<file path="src/rtl/fp_add_align.sv">
// FP32 add/sub front-end: unpacks, orders by magnitude, aligns the smaller mantissa one bit
// per cycle with sticky tracking, then adds/subtracts; latency cnt+2; one op in flight, holds result until out_ready.
module fp_add_align #(
    parameter int EXP_W     = 8,
    parameter int FRAC_W    = 23,
    parameter int MAX_SHIFT = 26
) (
    input  logic                    clk,
    input  logic                    reset,
    input  logic                    in_valid,
    output logic                    in_ready,
    input  logic [EXP_W+FRAC_W:0]   a,
    input  logic [EXP_W+FRAC_W:0]   b,
    input  logic                    sub,
    output logic                    out_valid,
    input  logic                    out_ready,
    output logic                    out_sign,
    output logic [EXP_W-1:0]        out_exp,
    output logic [FRAC_W+1:0]       out_mant,
    output logic                    out_sticky,
    output logic                    out_special
);
    localparam int MW = FRAC_W + 1;
    localparam int SW = EXP_W + FRAC_W;
    localparam int CW = $clog2(MAX_SHIFT + 1);
    localparam logic [CW-1:0] CNT_CAP   = CW'(MAX_SHIFT);
    localparam logic [MW:0]   QNAN_MANT = (MW+1)'(1) << (FRAC_W - 1);

    typedef enum logic [1:0] {IDLE, ALIGN, ADD, DONE} state_t;

    state_t             state;
    logic [CW-1:0]      cnt;
    logic [MW-1:0]      mant_l, mant_s;
    logic [EXP_W-1:0]   exp_l;
    logic               sign_l, effsub, sticky, special, nan_res, inf_sign;

    logic [EXP_W-1:0]   ea, eb, ea_eff, eb_eff, diff;
    logic [MW-1:0]      ma, mb;
    logic               sa, sb, effsub_in, a_larger, a_nan, b_nan, a_inf, b_inf, any_special;
    logic [MW:0]        sum;

    // Denormals carry no hidden bit but share the exponent of the smallest normal.
    assign ea          = a[SW-1:FRAC_W];
    assign eb          = b[SW-1:FRAC_W];
    assign ma          = {|ea, a[FRAC_W-1:0]};
    assign mb          = {|eb, b[FRAC_W-1:0]};
    assign ea_eff      = (ea == '0) ? EXP_W'(1) : ea;
    assign eb_eff      = (eb == '0) ? EXP_W'(1) : eb;
    assign sa          = a[SW];
    assign sb          = b[SW] ^ sub;
    assign effsub_in   = sa ^ sb;
    assign a_larger    = (ea_eff > eb_eff) || ((ea_eff == eb_eff) && (ma >= mb));
    assign diff        = a_larger ? (ea_eff - eb_eff) : (eb_eff - ea_eff);
    assign a_nan       = (&ea) && (|a[FRAC_W-1:0]);
    assign b_nan       = (&eb) && (|b[FRAC_W-1:0]);
    assign a_inf       = (&ea) && !(|a[FRAC_W-1:0]);
    assign b_inf       = (&eb) && !(|b[FRAC_W-1:0]);
    assign any_special = (&ea) || (&eb);

    assign sum      = effsub ? ({1'b0, mant_l} - {1'b0, mant_s}) : ({1'b0, mant_l} + {1'b0, mant_s});
    assign in_ready = (state == IDLE);

    always_ff @(posedge clk) begin
        if (reset) begin
            state       <= IDLE;
            cnt         <= '0;
            mant_l      <= '0;
            mant_s      <= '0;
            exp_l       <= '0;
            sign_l      <= 1'b0;
            effsub      <= 1'b0;
            sticky      <= 1'b0;
            special     <= 1'b0;
            nan_res     <= 1'b0;
            inf_sign    <= 1'b0;
            out_valid   <= 1'b0;
            out_sign    <= 1'b0;
            out_exp     <= '0;
            out_mant    <= '0;
            out_sticky  <= 1'b0;
            out_special <= 1'b0;
        end else begin
            case (state)
                IDLE: if (in_valid) begin
                    exp_l    <= a_larger ? ea_eff : eb_eff;
                    mant_l   <= a_larger ? ma : mb;
                    mant_s   <= a_larger ? mb : ma;
                    sign_l   <= a_larger ? sa : sb;
                    effsub   <= effsub_in;
                    sticky   <= 1'b0;
                    special  <= any_special;
                    nan_res  <= a_nan || b_nan || (a_inf && b_inf && effsub_in);
                    inf_sign <= a_inf ? sa : sb;
                    // Specials take the zero-shift path so their latency matches cnt=0.
                    if (any_special)
                        cnt <= '0;
                    else if (diff >= EXP_W'(MAX_SHIFT))
                        cnt <= CNT_CAP;
                    else
                        cnt <= diff[CW-1:0];
                    state <= ALIGN;
                end
                ALIGN: begin
                    if (cnt == '0) begin
                        state <= ADD;
                    end else if (cnt == CNT_CAP) begin
                        sticky <= sticky | (|mant_s);
                        mant_s <= '0;
                        cnt    <= cnt - 1'b1;
                    end else begin
                        sticky <= sticky | mant_s[0];
                        mant_s <= mant_s >> 1;
                        cnt    <= cnt - 1'b1;
                    end
                end
                ADD: begin
                    out_valid   <= 1'b1;
                    out_sticky  <= sticky;
                    out_special <= special;
                    if (special) begin
                        out_exp  <= '1;
                        out_mant <= nan_res ? QNAN_MANT : '0;
                        out_sign <= nan_res ? sign_l : inf_sign;
                    end else begin
                        out_exp  <= exp_l;
                        out_mant <= sum;
                        out_sign <= (effsub && (sum == '0)) ? 1'b0 : sign_l;
                    end
                    state <= DONE;
                end
                DONE: if (out_ready) begin
                    out_valid <= 1'b0;
                    state     <= IDLE;
                end
                default: state <= IDLE;
            endcase
        end
    end
endmodule

</file>
<file path="config.mk">
export PLATFORM = sky130hd
export DESIGN_NAME = fp_add_align
export DESIGN_NICKNAME = d
export VERILOG_FILES = /design/src/rtl/fp_add_align.sv
export SDC_FILE = /design/constraint.sdc
export NUM_CORES = 1
export LEC_CHECK = 0
export ABC_CLOCK_PERIOD_IN_PS = 5800
export CAP_MARGIN = 30
export CORE_MARGIN = 4
export CORE_UTILIZATION = 25
export DETAILED_ROUTE_END_ITERATION = 12
export PLACE_DENSITY_LB_ADDON = 0.25
export SLEW_MARGIN = 30
export SYNTH_ARGS = -nofsm -noshare
export SYNTH_HDL_FRONTEND = slang
export SYNTH_SLANG_ARGS = --single-unit
</file>
<file path="constraint.sdc">
create_clock -name clk -period 5.8 [get_ports clk]
set_clock_uncertainty 0.15 [all_clocks]
set_input_delay 1.16 -clock clk [delete_from_list [all_inputs] [get_ports clk]]
set_output_delay 1.16 -clock clk [all_outputs]
set_load 0.01 [all_outputs]
</file>
==> results by group, run 1 <==
Run status
  – Outcome: complete, no violations

Routing
  – DR iter-0 viols: 542
  – Detailed Route WL: 27,500 µm
  – Vias/cell: approximately 5.0
  – DRC Markers: 0
  – Wirelength per Cell: 16.8 µm
  – TritonRoute pass-1 iters: 5
  – Antenna-violating nets left: 0
  – Vias: approximately 8,000

CTS
  – Htree depth: 3
  – CTS tree: built
  – Clock latency on the worst-skew pair: ~0.37 ns
  – Post-CTS Resized: 0
  – CTS root buffer: clkbuf_16
  – Post CTS Setup Buffer Count: 0
  – Clock tree buffer depth: 2
  – Num CTS Buffers: 9
  – Cts hold-fix bufs: 0
  – Worst-path clk slew: 0.08 ns
  – CTS sink cnt: ~110

Placed design
  – GP Congestion: between 0.8 and 0.9
  – Post-placement cell count: approximately 1,600
  – HPWL after DPL: 21,700 µm
  – Buffers added on ports: 106
  – Placed instance area: 10,000 µm²

GRT
  – GR Util All Layers: 0.145
  – Largest net degree at the start of global routing: 61
  – Initial antenna violation count: 0
  – GR Overflow Total: 0
  – First-pass GRT wire length: about 43,000 µm
  – Vias in the first global route: approximately 7,600

Power and ir drop
  – Max VDD drop: 0.225 mV
  – Leakage: 4.04 nW
  – Pwr Total: just under 6 mW
  – Cell Pwr Density: 558 nW/µm²

Logic synthesis
  – Synth cell types: between 80 and 90
  – Ys flop type: dfxtp_1
  – Post-Syn Nets: 1,265
  – Synth top cells by count: nor2_1, dfxtp_1, a21oi_1, nand2_1, ha_1
  – Cell area after synthesis: 8560 µm²
  – #FFs+latches synth: roughly 110
  – Ys async rst share: 0
  – Syn Area/Cell: 7.64 µm²
  – Post-synth top area share: 0.248
  – Area leader, netlist: dfxtp_1
  – Synth area leaders: dfxtp_1, ha_1, mux2i_1, a21oi_1, nor2_1
  – Syn. warnings: 0
  – Most common cell in the netlist: nor2_1
  – Number of enable flip-flop cells after synthesis: 0
  – Seq/Total Area, Yosys: 0.248
  – Number of cells produced by synthesis: around 1,100

Critical path
  – Startpoint Class: register
  – Crit Path Category: register to register
  – WP data required: 5.89 ns
  – Critical path arrival: approximately 5.1 ns
  – Element type at the critical path end: register
  – Critical Path Fanout Max: 7

STA
  – Worst-Margin Slew: about 0.71 ns
  – Fin. max-slew vios: 0
  – RSZ-0062 raised after global routing: no
  – Slew HR: 0.520
  – FMAX: 200 MHz
  – Final Critical Period: between 4 and 5 ns
  – Setup TNS: 0 ns
  – Final period util: 0.861
  – Final setup viols: 0
  – Final Hold Viols: 0

Cells and area
  – Number of antenna diodes: 0
  – Finished Layout Cells: 1,635
  – Util after Layout: 0.307
  – Layout cell share with drive strength beyond 1: 0.0581
  – Design Area, Final: between 10,000 and 15,000 µm²
  – Post-layout nets: between 1,000 and 1,500
  – Syn-to-layout area delta: 20.6%

Floorplan
  – Starting Density: 0.255
  – DIE HEIGHT: 193 µm
  – Rows: 67
  – # IOs: about 110
  – Die width: approximately 190 µm
  – CORE AREA: ~34,000 µm²
  – Die Area: approximately 37,000 µm²

Run
  – Maxcap violations: 0

Min path
  – Min-Delay Path Class: register to register
-- report_power, final --
group	internal [mW]	leakage [nW]	switching [mW]	total, mW
clock network	0.344	0.146	0.315	0.659
registers	0.954	0.868	0.236	1.19
logic	1.60	3.02	2.31	3.91
-- layer usage --
metal  track usage  up-vias  wire (µm)
li1              -     4153          -
met1         0.226     3825      14600
met2         0.208      177      11400
met3        0.0221       19       1280
met4        0.0319        0        340
met5             0        -          0
-- final timing paths --
kind	start	end	slack [ns]	cells after the start
setup / recovery	mant_s[4]$_SDFFE_PP0P_	out_sign$_SDFFE_PP0P_	0.81	15
hold / removal	exp_l[0]$_SDFFE_PP0P_	exp_l[0]$_SDFFE_PP0P_	0.31	2
setup reg to reg	mant_s[4]$_SDFFE_PP0P_	out_sign$_SDFFE_PP0P_	0.81	15
hold reg to reg	exp_l[0]$_SDFFE_PP0P_	exp_l[0]$_SDFFE_PP0P_	0.31	2
-- area by class of cell --
type	instances	area, µm²
inverters	69	259
repair buffers	128	1240
multi-input cells	868	5830
clock buffers	9	225
flip-flops and latches	106	2120
fillers	3600	23300
well taps	448	561
clock inverters	7	85.1
-- stage by stage --
step                hold WS [ns]  setup WS (ns)
floorplan                  0.282           1.31
global placement           0.306          0.527
detailed placement         0.300          0.451
CTS                        0.311          0.775
global route               0.336          0.479
finish                     0.307          0.809
-- critical path: stages, from the launching register on --
cell and delay (ns):
dfxtp_1 0.41, or4_4 0.58, or3_1 0.34, nor4_1 0.56, and3_1 0.35, nor2_1 0.07, xnor2_1 0.15, ha_1 0.37
a211oi_1 0.21, or4b_4 0.48, o21ai_2 0.17, xnor2_1 0.17, nor4b_2 0.37, o2111ai_1 0.21, nor4_2 0.18, a31oi_1 0.11
-- sequential cells by signal, indices dropped and copies added, names as in the netlist --
| register | cells |
|---|---|
| cnt | 5 |
| effsub | 1 |
| exp_l | 8 |
| inf_sign | 1 |
| mant_l | 24 |
| mant_s | 24 |
| nan_res | 1 |
| out_exp | 8 |
| out_mant | 25 |
| out_sign | 1 |
| out_special | 1 |
| out_sticky | 1 |
| out_valid | 1 |
| sign_l | 1 |
| special | 1 |
| state | 2 |
| sticky | 1 |
-- cell families (layout without fill, tap and decap cells) --
logic type / count (synthesis) / count (layout) / synth area share
buffers and inverters: 147 / 213 / 0.0723
adders and majority gates: 75 / 75 / 0.112
muxes: 60 / 60 / 0.0703
xor gates and xnor gates: 45 / 45 / 0.0460
DFF: 106 / 106 / 0.248
and+or+nand+nor: 384 / 384 / 0.217
AOI/OAI and AO/OA: 304 / 304 / 0.234
-- cells in the final DEF (no fill, tap or decap), drive strengths merged, types with 4 or more instances in the layout --
cell and instances:
a31o 4, inv 72, and4 7, a21o 14, dfxtp 106, and2 6
nor2 130, or2 5, a21boi 4, ha 72, o211ai 5, a31oi 16
or4 4, clkdlybuf4s50 105, nand3 36, nand2 89, a21oi 100, or3 11
a22oi 16, o22ai 5, nand4 14, nor4 20, a211oi 42, nand2b 5
o2111ai 5, clkbuf 9, a2111oi 4, nor3 28, o31ai 4, and3 8
mux2i 59, o21a 8, o21ai 50, buf 23, nor3b 4, xnor2 34
xor2 11, nor2b 9
(Power assumes the default switching activity.)
==> run 2, diff against run 1 <==
- CORE_MARGIN: 4 -> 2
==> run 2 against run 1 <==
- count of clock-buffer cells in the layout is 1 higher
- utilization about the same
- critical path depth rose by 1
- design area decreased by 0.16%
- combinational power about the same
- global-route usage increased by 0.78 points
- largest cell class unchanged
- largest power group unchanged
- highest routed layer unchanged
==> results by group, run 2 (synthesis gave the netlist of run 1 again) <==
GRT
  – GR Util All Layers: 0.153 (+0.00779)
  – Initial antenna violation count: 0 (unchanged)
  – Vias in the first global route: 7,720 (+1.2%)
  – GR Overflow Total: 0 (unchanged)
  – First-pass GRT wire length: 44,000 µm (+1.6%)
  – Largest net degree at the start of global routing: 62 (+1.6%)

Cells and area
  – Most frequent cells in the layout: nor2_1, dfxtp_1, clkdlybuf4s50_1
  – Commonest non-fill, non-tap cell in the layout: nor2_1
  – Top flop regs: out_mant x25, mant_l x24, mant_s x24
  – Layout cell share with drive strength beyond 1: 0.0565 (-0.00159)
  – Design Area, Final: 10,300 µm² (-0.16%)
  – Syn-to-layout area delta: 20.4%
  – Largest register FFs: 25 (unchanged)
  – Most flops, register: out_mant
  – Post-layout nets: 1,324 (-0.15%)
  – Number of antenna diodes: 0 (unchanged)

Critical path
  – Worst Setup SP: b[26]
  – Cell Chain, Critical Path: clkdlybuf4s50_1 > or4_1 > nor2_1 > nor2_1 > ha_1 > nand4_1 > or4_1 > a21oi_2 > nand3_2 > o21ai_4 > buf_12 > buf_4 > mux2i_1 > o21ai_1 > nand2_1 > a21oi_1
  – Critical path arrival: 5.08 ns (about the same)
  – Startpoint Class: primary input
  – WP data required: 5.87 ns (-0.02 ns)
  – Max stage delay on crit path: 0.55 ns (-0.03 ns)
  – Crit Path Category: primary input to register
  – Critical Path Fanout Max: 23 (+16)
  – Worst Path Buf+Inv: 3 (+3)
  – Critical Path Slowest Stage Cell: o21ai_4
  – Element type at the critical path end: register
  – CP delay by family, top: simple AND/OR/NAND/NOR gates
  – Worst r2r src: mant_s[4]$_SDFFE_PP0P_

Floorplan
  – Rows: 67 (unchanged)
  – DIE HEIGHT: 189 µm (-2.1%)
  – Die width: 189 µm (-2.1%)
  – CORE AREA: 33,600 µm² (unchanged)
  – Starting Density: 0.255 (unchanged)
  – Die Area: 35,700 µm² (-4.1%)
  – # IOs: 107 (unchanged)

STA
  – Fin. max-slew vios: 0 (unchanged)
  – Fin worst setup slack: 0.787 ns (-0.0217 ns)
  – Final Critical Period: 5.01 ns (+0.0217 ns)
  – Worst-Margin Slew: 0.784 ns (+0.0705 ns)
  – Setup TNS: 0 ns (unchanged)
  – Slew HR: 0.477 (-0.0426)
  – Final period util: 0.864 (+0.00374)
  – Final Hold Viols: 0 (unchanged)
  – FMAX: 199 MHz (-0.43%)
  – RSZ-0062 raised after global routing: no
  – Final setup viols: 0 (unchanged)

CTS
  – CTS tree: built
  – Cts hold-fix bufs: 0 (unchanged)
  – Clock latency on the worst-skew pair: 0.37 ns (about the same)
  – Htree depth: 3 (unchanged)
  – Num CTS Buffers: 9 (unchanged)
  – Post-CTS Resized: 0 (unchanged)
  – CTS sink cnt: 106 (unchanged)
  – CTS root buffer: clkbuf_16
  – Worst-path clk slew: 0.08 ns (about the same)
  – Clock tree buffer depth: 2 (unchanged)
  – Post CTS Setup Buffer Count: 0 (unchanged)

Placed design
  – Place WS: 0.382 ns (-0.0688 ns)
  – Placed instance area: 10000 µm² (about the same)
  – GP Congestion: 0.851 (+0.57%)
  – Buffers added on ports: 106 (unchanged)
  – HPWL after DPL: 21,600 µm (-0.66%)

Min path
  – Min-Delay Path Class: register to register
  – Hold path startpoint: out_mant[5]$_SDFFE_PP0P_

Routing
  – TritonRoute pass-1 iters: 5 (unchanged)
  – DR iter-0 viols: 530 (-2.2%)
  – DRC Markers: 0 (unchanged)
  – Wirelength per Cell: 16.7 µm (-0.61%)
  – Antenna-violating nets left: 0 (unchanged)
  – Detailed Route WL: 27,300 µm (-0.73%)
  – Vias: 8,233 (+0.72%)
  – Vias/cell: 5.04 (+0.85%)

Power and ir drop
  – Cell Pwr Density: 558 nW/µm² (about the same)
  – Leakage: 4.03 nW (about the same)
  – Max VDD drop: 0.290 mV (+29%)

Run status
  – Outcome: complete, no violations

Run
  – Maxcap violations: 0 (unchanged)
-- run 2: cell types whose count changed in the layout (fill, tap and decap cells not counted), sizes merged --
cell / delta
clkinvlp: -2
clkbuf: +1
bufinv: -1
buf: -2
clkinv: +2
-- run 2: report_power, final --
| part | internal, mW | switching, mW | leakage [nW] |
|---|---|---|---|
| registers | 0.954 | 0.231 | 0.868 |
| logic | 1.60 | 2.34 | 3.02 |
| clock network | 0.314 | 0.314 | 0.147 |
| total | 2.87 | 2.88 | 4.03 |
-- run 2: final timing paths --
kind                         endpoint  slack [ns]  cells past startpoint
max reg2reg     out_sign$_SDFFE_PP0P_        0.86                     15
min reg2reg  out_mant[5]$_SDFFE_PP0P_        0.31                      2
min          out_mant[5]$_SDFFE_PP0P_        0.31                      2
max            mant_s[9]$_SDFFE_PP0P_        0.79                     16
-- run 2: per-stage QoR --
step / utilization / instances / total power, mW / hold WS [ns]
6_report: 0.307 / 1633 / 5.75 / 0.314
5_1_grt: 0.307 / 1633 / 6.27 / 0.340
4_1_cts: 0.306 / 1633 / 5.76 / 0.319
3_5_place_dp: 0.297 / 1617 / 5.10 / 0.308
3_3_place_gp: 0.297 / 1617 / 5.08 / 0.309
2_1_floorplan: - / 1121 / 4.00 / 0.282
-- run 2: tightest hold or removal path: cells and delay by family (launching register included) --
family | cells | cell delay (ns)
flops | 1 | 0.31
compound gates | 1 | 0.05
simple gates | 1 | 0.06
-- run 2: final cells by class --
type,count,area [µm²]
inverter,69,259
tap,448,561
clock buffer,10,239
clock inverter,6,57.6
timing repair buffer,126,1230
fill,3598,23300
multi-input combinational,868,5830
sequential,106,2120
-- run 2: layer usage --
layer	vias to the layer above	part of all wire	GRT usage
met1	3891	0.53	0.232
met2	163	0.42	0.229
met4	0	0.011	0.0313
met5	-	0	0
met3	17	0.034	0.0182
li1	4162	-	-
==> run 3, diff against run 2 <==
- CAP_MARGIN: 30 -> default
- CORE_MARGIN: 2 -> default
==> run 3 against run 2 <==
- cell count decreased by 0.37%
- largest cell class unchanged
- critical path depth stayed put
- global-route usage about the same
- largest power group unchanged
==> results by group, run 3 (synthesis gave the netlist of run 1 again) <==
STA
  – Final Hold Viols: 0 (unchanged)
  – RSZ-0062 raised after global routing: no
  – WHS: 0.315 ns (+0.000910 ns)
  – Setup TNS: 0 ns (unchanged)
  – FMAX: 194 MHz (-2.6%)
  – Worst-Margin Slew: 0.911 ns (+0.126 ns)
  – Slew HR: 0.391 (-0.0856)
  – Final Critical Period: 5.15 ns (+0.134 ns)
  – Fin. max-slew vios: 0 (unchanged)
  – Final setup viols: 0 (unchanged)
  – Final period util: 0.887 (+0.0231)

Routing
  – Vias/cell: 4.98 (-1.2%)
  – DR iter-0 viols: 495 (-6.6%)
  – Wirelength per Cell: 16.5 µm (-1.3%)
  – TritonRoute pass-1 iters: 5 (unchanged)
  – Detailed Route WL: 26,900 µm (-1.7%)
  – Antenna-violating nets left: 0 (unchanged)
  – Vias: 8,101 (-1.6%)
  – DRC Markers: 0 (unchanged)

Placed design
  – Post-placement cell count: 1,611 (-0.37%)
  – GP Congestion: 0.861 (+1.2%)
  – Buffers added on ports: 106 (unchanged)
  – HPWL after DPL: 21,200 µm (-2.0%)

CTS
  – Post CTS Setup Buffer Count: 0 (unchanged)
  – Num CTS Buffers: 9 (unchanged)
  – Clock tree buffer depth: 2 (unchanged)
  – Clock latency on the worst-skew pair: 0.37 ns (about the same)
  – Worst-path clk slew: 0.08 ns (about the same)
  – CTS tree: built
  – Cts hold-fix bufs: 0 (unchanged)
  – CTS sink cnt: 106 (unchanged)
  – Htree depth: 3 (unchanged)
  – CTS root buffer: clkbuf_16
  – Post-CTS Resized: 0 (unchanged)

Cells and area
  – Number of fillers in the final layout: 3,574 (-0.67%)
  – Most flops, register: out_mant
  – Top flop regs: out_mant x25, mant_l x24, mant_s x24
  – Syn-to-layout area delta: 19.9%
  – Most frequent cells in the layout: nor2_1, dfxtp_1, clkdlybuf4s50_1
  – Post-layout nets: 1,318 (-0.45%)
  – Register area: 2120 µm² (unchanged)
  – Number of antenna diodes: 0 (unchanged)
  – Finished Layout Cells: 1,627 (-0.37%)
  – Layout cell share with drive strength beyond 1: 0.0517 (-0.00480)
  – Multi-input gate area: 5840 µm² (+0.13%)
  – Commonest non-fill, non-tap cell in the layout: nor2_1
  – Largest register FFs: 25 (unchanged)

Floorplan
  – Starting Density: 0.255 (unchanged)
  – DIE HEIGHT: 187 µm (-1.1%)
  – Die Area: 35,000 µm² (-2.1%)
  – CORE AREA: 33,600 µm² (unchanged)
  – # IOs: 107 (unchanged)
  – Rows: 67 (unchanged)
  – Die width: 187 µm (-1.1%)

Run status
  – Outcome: complete, no violations

Critical path
  – Startpoint Class: primary input
  – Max stage delay on crit path: 0.50 ns (-0.05 ns)
  – Cell Chain, Critical Path: clkdlybuf4s50_1 > or4_1 > nor2_1 > nor2_1 > ha_1 > nand4_1 > or4_1 > a21oi_2 > nand3_2 > o21ai_4 > buf_12 > buf_12 > mux2i_1 > o21ai_1 > nand2_1 > a21oi_1
  – Critical Path Fanout Max: 27 (+17%)
  – Critical Path Slowest Stage Cell: or4_1
  – Critical path arrival: 5.22 ns (+0.14 ns)
  – Element type at the critical path end: register
  – WP data required: 5.87 ns (about the same)
  – Crit Path Category: primary input to register

Power and ir drop
  – Cell Pwr Density: 559 nW/µm² (+0.11%)
  – Leakage: 4.00 nW (-0.81%)
  – Max VDD drop: 0.242 mV (-16%)
  – P_sw: 2.88 mW (about the same)
  – Net Sw Frac: 0.502 (+0.00143)
  – Int Pwr: 2.85 mW (-0.58%)
  – Sequential Power Share: 0.208 (+0.002)
  – Clock power share: 0.110 (about the same)
  – Comb pwr share: 0.681 (-0.004)

GRT
  – Initial antenna violation count: 0 (unchanged)
  – GR Util All Layers: 0.153 (+0.000368)
  – Vias in the first global route: 7,683 (-0.48%)
  – First-pass GRT wire length: 43,300 µm (-1.6%)
  – Largest net degree at the start of global routing: 58 (-6.5%)
  – GR Overflow Total: 0 (unchanged)

Min path
  – Min-Delay Path Class: register to register

Run
  – Maxcap violations: 0 (unchanged)
-- run 3: changes by cell type in the layout (fill, tap and decap cells not counted) --
cell,delta
buf_4,-6
a21oi_2,-1
a21oi_4,+1
clkbuf_8,-1
clkinv_4,-1
clkinvlp_4,+1
inv_8,+1
-- run 3: final cells by class --
| type | instances | share of cell area |
|---|---|---|
| timing repair buffer | 120 | 0.116 |
| inverter | 69 | 0.0252 |
| clock inverter | 7 | 0.00658 |
| multi-input combinational | 868 | 0.569 |
| tap | 448 | 0.0546 |
| sequential | 106 | 0.207 |
| clock buffer | 9 | 0.0219 |
-- run 3: worst paths after layout --
| kind | start | endpoint | slack (ns) | depth (start not counted) |
|---|---|---|---|---|
| worst max register to register | mant_s[4]$_SDFFE_PP0P_ | out_sign$_SDFFE_PP0P_ | 0.82 | 15 |
| worst min-delay path | exp_l[0]$_SDFFE_PP0P_ | exp_l[0]$_SDFFE_PP0P_ | 0.32 | 2 |
| worst max-delay path | b[26] | mant_s[11]$_SDFFE_PP0P_ | 0.65 | 16 |
| worst min register to register | exp_l[0]$_SDFFE_PP0P_ | exp_l[0]$_SDFFE_PP0P_ | 0.32 | 2 |
-- run 3: per-layer routing --
metal | wire, µm | track usage
met1 | 14400 | 0.230
met2 | 11000 | 0.222
met3 | 989 | 0.0201
met4 | 469 | 0.0495
met5 | 0 | 0
-- run 3: critical path: cells and delay by family --
kind | cells | cell delay (ns)
buffers and inverters | 3 | 0.96
AND/OR/NAND/NOR | 7 | 1.76
AO/OA/AOI/OAI | 4 | 0.75
adder cells (fa/ha/maj) | 1 | 0.34
multiplexers | 1 | 0.21
-- run 3: power by group through the flow --
stage / registers (mW) / logic (mW) / clock network [mW]
global route: 1.24 / 4.35 / 0.680
finish: 1.19 / 3.91 / 0.633
CTS: 1.19 / 3.89 / 0.658
detailed placement: 1.21 / 3.87 / 0
global placement: 1.21 / 3.86 / 0
floorplan: 1.14 / 2.85 / 0
-- run 3: per-stage QoR --
step                setup WS [ns]  instance area, µm²  utilization  total power, mW
floorplan                    1.31                8560            -             4.00
global placement            0.439                9960        0.296             5.07
detailed placement          0.300                9960        0.296             5.08
CTS                         0.675               10300        0.305             5.75
global route                0.404               10300        0.305             6.27
finish                      0.653               10300        0.305             5.73
